File: src/rtl/crc_2_checker_pkg.sv
// Shared definitions for the crc_2 stream checker: state encoding, generator
// taps and the next-bit prediction helper.
package crc_2_checker_pkg;

    typedef enum logic [1:0] {
        FILL   = 2'd0,
        VERIFY = 2'd1,
        LOCKED = 2'd2
    } crc_state_e;

    localparam int HIST_W = 8;

    // History bit k holds stream bit s(n-1-k); taps select s(n-8), s(n-6), s(n-5), s(n-4).
    localparam logic [HIST_W-1:0] CRC2_TAPS = 8'b1011_1000;

    function automatic logic crc2_predict(input logic [HIST_W-1:0] hist);
        return ^(hist & CRC2_TAPS);
    endfunction

endpackage

File: src/rtl/crc_2_predict.sv
// History shift register with tap-XOR prediction; the shifted-in bit is either
// the received bit or the prediction itself (flywheel).
module crc_2_predict
    import crc_2_checker_pkg::*;
(
    input  logic clock,
    input  logic reset_b,
    input  logic shift_en,
    input  logic use_pred,
    input  logic rx_bit,
    output logic pred,
    output logic next_nonzero
);

    logic [HIST_W-1:0] hist_r;
    logic              pred_s;
    logic              shift_in_s;

    // Prediction from current history and selection of the bit to load.
    always_comb begin
        pred_s     = crc2_predict(hist_r);
        shift_in_s = use_pred ? pred_s : rx_bit;
    end

    // History register, newest bit enters at position 0.
    always_ff @(posedge clock or negedge reset_b) begin
        if (!reset_b) begin
            hist_r <= {HIST_W{1'b0}};
        end else if (shift_en) begin
            hist_r <= {hist_r[HIST_W-2:0], shift_in_s};
        end else begin
            hist_r <= hist_r;
        end
    end

    assign pred         = pred_s;
    assign next_nonzero = ({hist_r[HIST_W-2:0], shift_in_s} != {HIST_W{1'b0}});

endmodule

File: config.mk
export PLATFORM = sky130hd
export DESIGN_NAME = crc_2_predict
export DESIGN_NICKNAME = d
export VERILOG_FILES = /design/src/rtl/crc_2_checker_pkg.sv /design/src/rtl/crc_2_predict.sv
export SDC_FILE = /design/constraint.sdc
export NUM_CORES = 1
export LEC_CHECK = 0
export BUFFER_PORTS_ARGS = -buffer_cell sky130_fd_sc_hd__clkbuf_2
export CAP_MARGIN = 40
export CORE_AREA = 2 2 39 41
export DETAILED_ROUTE_END_ITERATION = 6
export DIE_AREA = 0 0 41 43
export GPL_TIMING_DRIVEN = 0
export PLACE_DENSITY = 0.44
export SLEW_MARGIN = 20
export SYNTH_ARGS = -nofsm -noshare
export SYNTH_HDL_FRONTEND = slang
export SYNTH_SLANG_ARGS = --single-unit
File: constraint.sdc
create_clock -name clock -period 3.8 [get_ports clock]
set_input_delay 0.76 -clock clock [delete_from_list [all_inputs] [get_ports clock]]
set_output_delay 0.76 -clock clock [all_outputs]
set_load 0.05 [all_outputs]
# [Yosys cells after proc, flatten, opt, wreduce, memory -nomap -nowiden]
# Cells that the tools add are included.
[totals] ram_bits=0 mem_bits_ro=0 inputBits=5 register_bits=8 output_inout_bits=2 elab_cells=4 mem_count=0 latch_bits=0
[classes] bitwise=0 eq_ne=0 n_addsub=0 n_div=0 mux=1 order_cmp=0 reduce_logical=2 n_shift=0 n_mul=0
[ops] operator="8-bit nonzero test" n=1
[ops] operator="8-bit parity" n=1
[ops] operator="1-bit two-way mux" n=1

# [Longest topological paths before layout]
[depth] word_depth=3 mapped_depth=3 ltp_nobuf=3

# [Least setup slack after synthesis]
# OpenSTA, ideal clock, no wires.
[synth_timing] path_kind="input port to output port" startpoint="input use_pred" endpoint="output next_nonzero" path_stages=2 slack_ns=1.446 t_arrival_ns=1.594 t_required_ns=3.040 cell_sequence="nor4_2 -> a31oi_1"
[synth_via] elab_chain_cells=2
[synth_rtl] item="start, declared" line="crc_2_predict.sv:9" source="input logic use_pred,"
[synth_rtl] item="1-bit two-way mux" line="crc_2_predict.sv:22" source="shift_in_s = use_pred ? pred_s : rx_bit;"
[synth_rtl] item="8-bit nonzero test" line="crc_2_predict.sv:37" source="assign next_nonzero = ({hist_r[HIST_W-2:0], shift_in_s} != {HIST_W{1'b0}});"
[synth_rtl] item="end, declared" line="crc_2_predict.sv:12" source="output logic next_nonzero"
# No other way between the ends.

# [Worst setup path after layout]
[layout_timing] startpoint="register hist_r[5]" endpoint="output next_nonzero"
[layout_via] elab_chain_cells=3
[layout_rtl] item="start, declared" line="crc_2_predict.sv:15" source="logic [HIST_W-1:0] hist_r;"
[layout_rtl] item="start signal, assigned" line="crc_2_predict.sv:28" source="hist_r <= {HIST_W{1'b0}};"
[layout_rtl] item="start signal, assigned" line="crc_2_predict.sv:30" source="hist_r <= {hist_r[HIST_W-2:0], shift_in_s};"
[layout_rtl] item="start signal, assigned" line="crc_2_predict.sv:32" source="hist_r <= hist_r;"
[layout_rtl] item="8-bit parity" line="crc_2_checker_pkg.sv:17" source="return ^(hist & CRC2_TAPS);"
[layout_rtl] item="1-bit two-way mux" line="crc_2_predict.sv:22"
[layout_rtl] item="8-bit nonzero test *" line="crc_2_predict.sv:37"
# Every way passes the cells marked *; elsewhere a longest branch is shown, timed or not.

==> impl_metrics.yaml <==
logic_synthesis:
  syn_nets: 34
  netlist_instances: 29
  syn_area_um2: 379.1
  synth_cell_type_count: 15
  synth_largest_area_cell: "dfrtp_1"
  synth-seq-cells: 8
  synth_area_leaders: "dfrtp_1 53%, mux2_2 15%, xnor2_1 6.9%"
  netlist.area_leader.share_pct: 52.81
  yosysSeqAreaShare_pct: 52.81
  ys_warn_count: 0
  syn_avg_cell_area_um2: 13.07
setup_path:
  rr_worst_depth: 3
  r2r_setup_slack_ns: 2.71
  arrival_ns: 1.78
  crit_type: "flop to primary output"
  timing.rr.start: "hist_r[3]"
  timing.rr.end: "hist_r[0]"
  required_ns: 3.04
  critPathCaptureType: "primary output"
  cp_max_fo: 4
  start_kind: "flop"
finish:
  largest_reg_flops: 8
  nFillCells: 146
  final_nets: 44
  syn_to_final_growth_pct: 17.82
  layout_common_cells: "8 x dfrtp_1, 5 x mux2_2, 5 x clkbuf_2"
  reg_top3: "hist_r x8"
  layout_commonest_cell: "dfrtp_1"
  drive_gt1_share_pct: 43.24
  largest_register: "hist_r"
  n_antenna_cell: 0
cts:
  cts.sinks: 8
  h-tree-depth: 1
  cts_setup_buffers: 0
  numCtsBuffers: 3
  clock_path_buffers: 2
  insertion_delay_ns: 0.25
  cts_resized: 0
  cts_tree: "done"
  cts-root-buf: "clkbuf_4"
  hold_buffers: 0
  clk_pin_slew_ns: 0.05
die:
  rows: 14
  coreArea_um2: 1384
  die_area_um2: 1763
  die_h_um: 43
  io_pins: 7
  dieWidth_um: 41
  initial_core_util_pct: 27.40
sta:
  drv_slew: 0
  timing.fmax_mhz: 394.4
  setup_viol: 0
  finalSetupTns_ns: 0
  maxSlewHeadroom_pct: 80.06
  hold_viol_final: 0
  tightest_slew_ns: 0.2969
  whs_ns: 0.3418
  fin_crit_sh_pct: 66.72
  grt_setup_unrepaired: "false"
  period_minus_slack_ns: 2.535
  fin_skew_ns: 0.0009841
route:
  vias: 241
  drt_iter0_markers: 0
  drt_wl_total_um: 646
  drc: 0
  avgViaCountPerCell: 4.547
  wl_per_cell_um: 12.19
  antenna_left: 0
  firstDrtPassIters: 1
grt:
  grt_max_degree: 10
  grt_pass1_wl_mm: 1.007
  antenna_found_initial: 0
  grt_pass1_vias: 263
  track_usage_pct: 9.229
  overflow: 0
placed_design:
  port_buffers: 5
  place_congestion: 0.6362
  dp_hpwl_um: 499.5
outcome:
  status: "complete, no violations"
flow_run:
  drv_cap: 0
worst_hold_path:
  hp-class: "input port to async pin"
==> worst max-delay path by stage <==
stage / startpoint / endpoint / slack [ns] / depth (start not counted)
floorplan: use_pred / next_nonzero / 1.45 / 2
global placement: hist_r[5] / next_nonzero / 1.57 / 4
detailed placement: hist_r[5] / next_nonzero / 1.51 / 4
CTS: hist_r[5] / next_nonzero / 1.23 / 4
global route: hist_r[5] / next_nonzero / 1.21 / 4
finish: hist_r[5] / next_nonzero / 1.26 / 4
==> stage by stage <==
stage               instance area [µm²]  util, %  std cells  setup slack (ns)
finish                            446.7    32.28         53             1.265
floorplan                         379.1        -         29             1.446
global placement                  424.2    30.65         50             1.573
CTS                               446.7    32.28         53             1.231
detailed placement                424.2    30.65         50             1.509
global route                      446.7    32.28         53             1.206
==> Yosys cell counts (all sizes together) <==
cell type and n:
or4 1, nor2 1, inv 1, nor2b 1
buf 1, o21ai 1, mux2 7, nor4 1
or3 1, nand2 1, xnor2 3, dfrtp 8
a31oi 1, mux2i 1
==> final cells by class <==
class / instances / area, µm² / area share [%]
Buffer: 1 / 5.005 / 1.120
Clock buffer: 3 / 22.52 / 5.042
Inverter: 1 / 3.754 / 0.8403
Multi-Input combinational cell: 19 / 170.2 / 38.10
Sequential cell: 8 / 200.2 / 44.82
Tap cell: 16 / 20.02 / 4.482
Timing Repair Buffer: 5 / 25.02 / 5.602
==> routing by layer <==
| metal | routed length, µm | vias up | part of all wire (%) | global-route usage, % |
|---|---|---|---|---|
| li1 | - | 120 | - | - |
| met1 | 312 | 116 | 48 | 9.967 |
| met2 | 303 | 5 | 47 | 12.50 |
| met3 | 30 | 0 | 4.6 | 3.141 |
| met4 | 0 | 0 | 0 | 10.00 |
| met5 | 0 | - | 0 | 0 |
==> worst max-delay path, cell delays in order (launching register included) <==
cell,delay [ns]
dfrtp_1,0.41
or4_4,0.56
nor4_2,0.24
a31oi_1,0.06
clkbuf_2,0.25
==> kinds of logic after synthesis <==
family,Yosys count,share of synthesized area [%]
DFF,8,52.80
and+or+nand+nor,6,11.55
buffers and inverters,2,2.308
AOI/OAI and AO/OA,2,2.970
muxes,8,23.43
xor gates and xnor gates,3,6.932
Power is left out: the tool's default activity adds up to more than one toggle a clock period on the data nets, which glitch-free logic cannot reach.
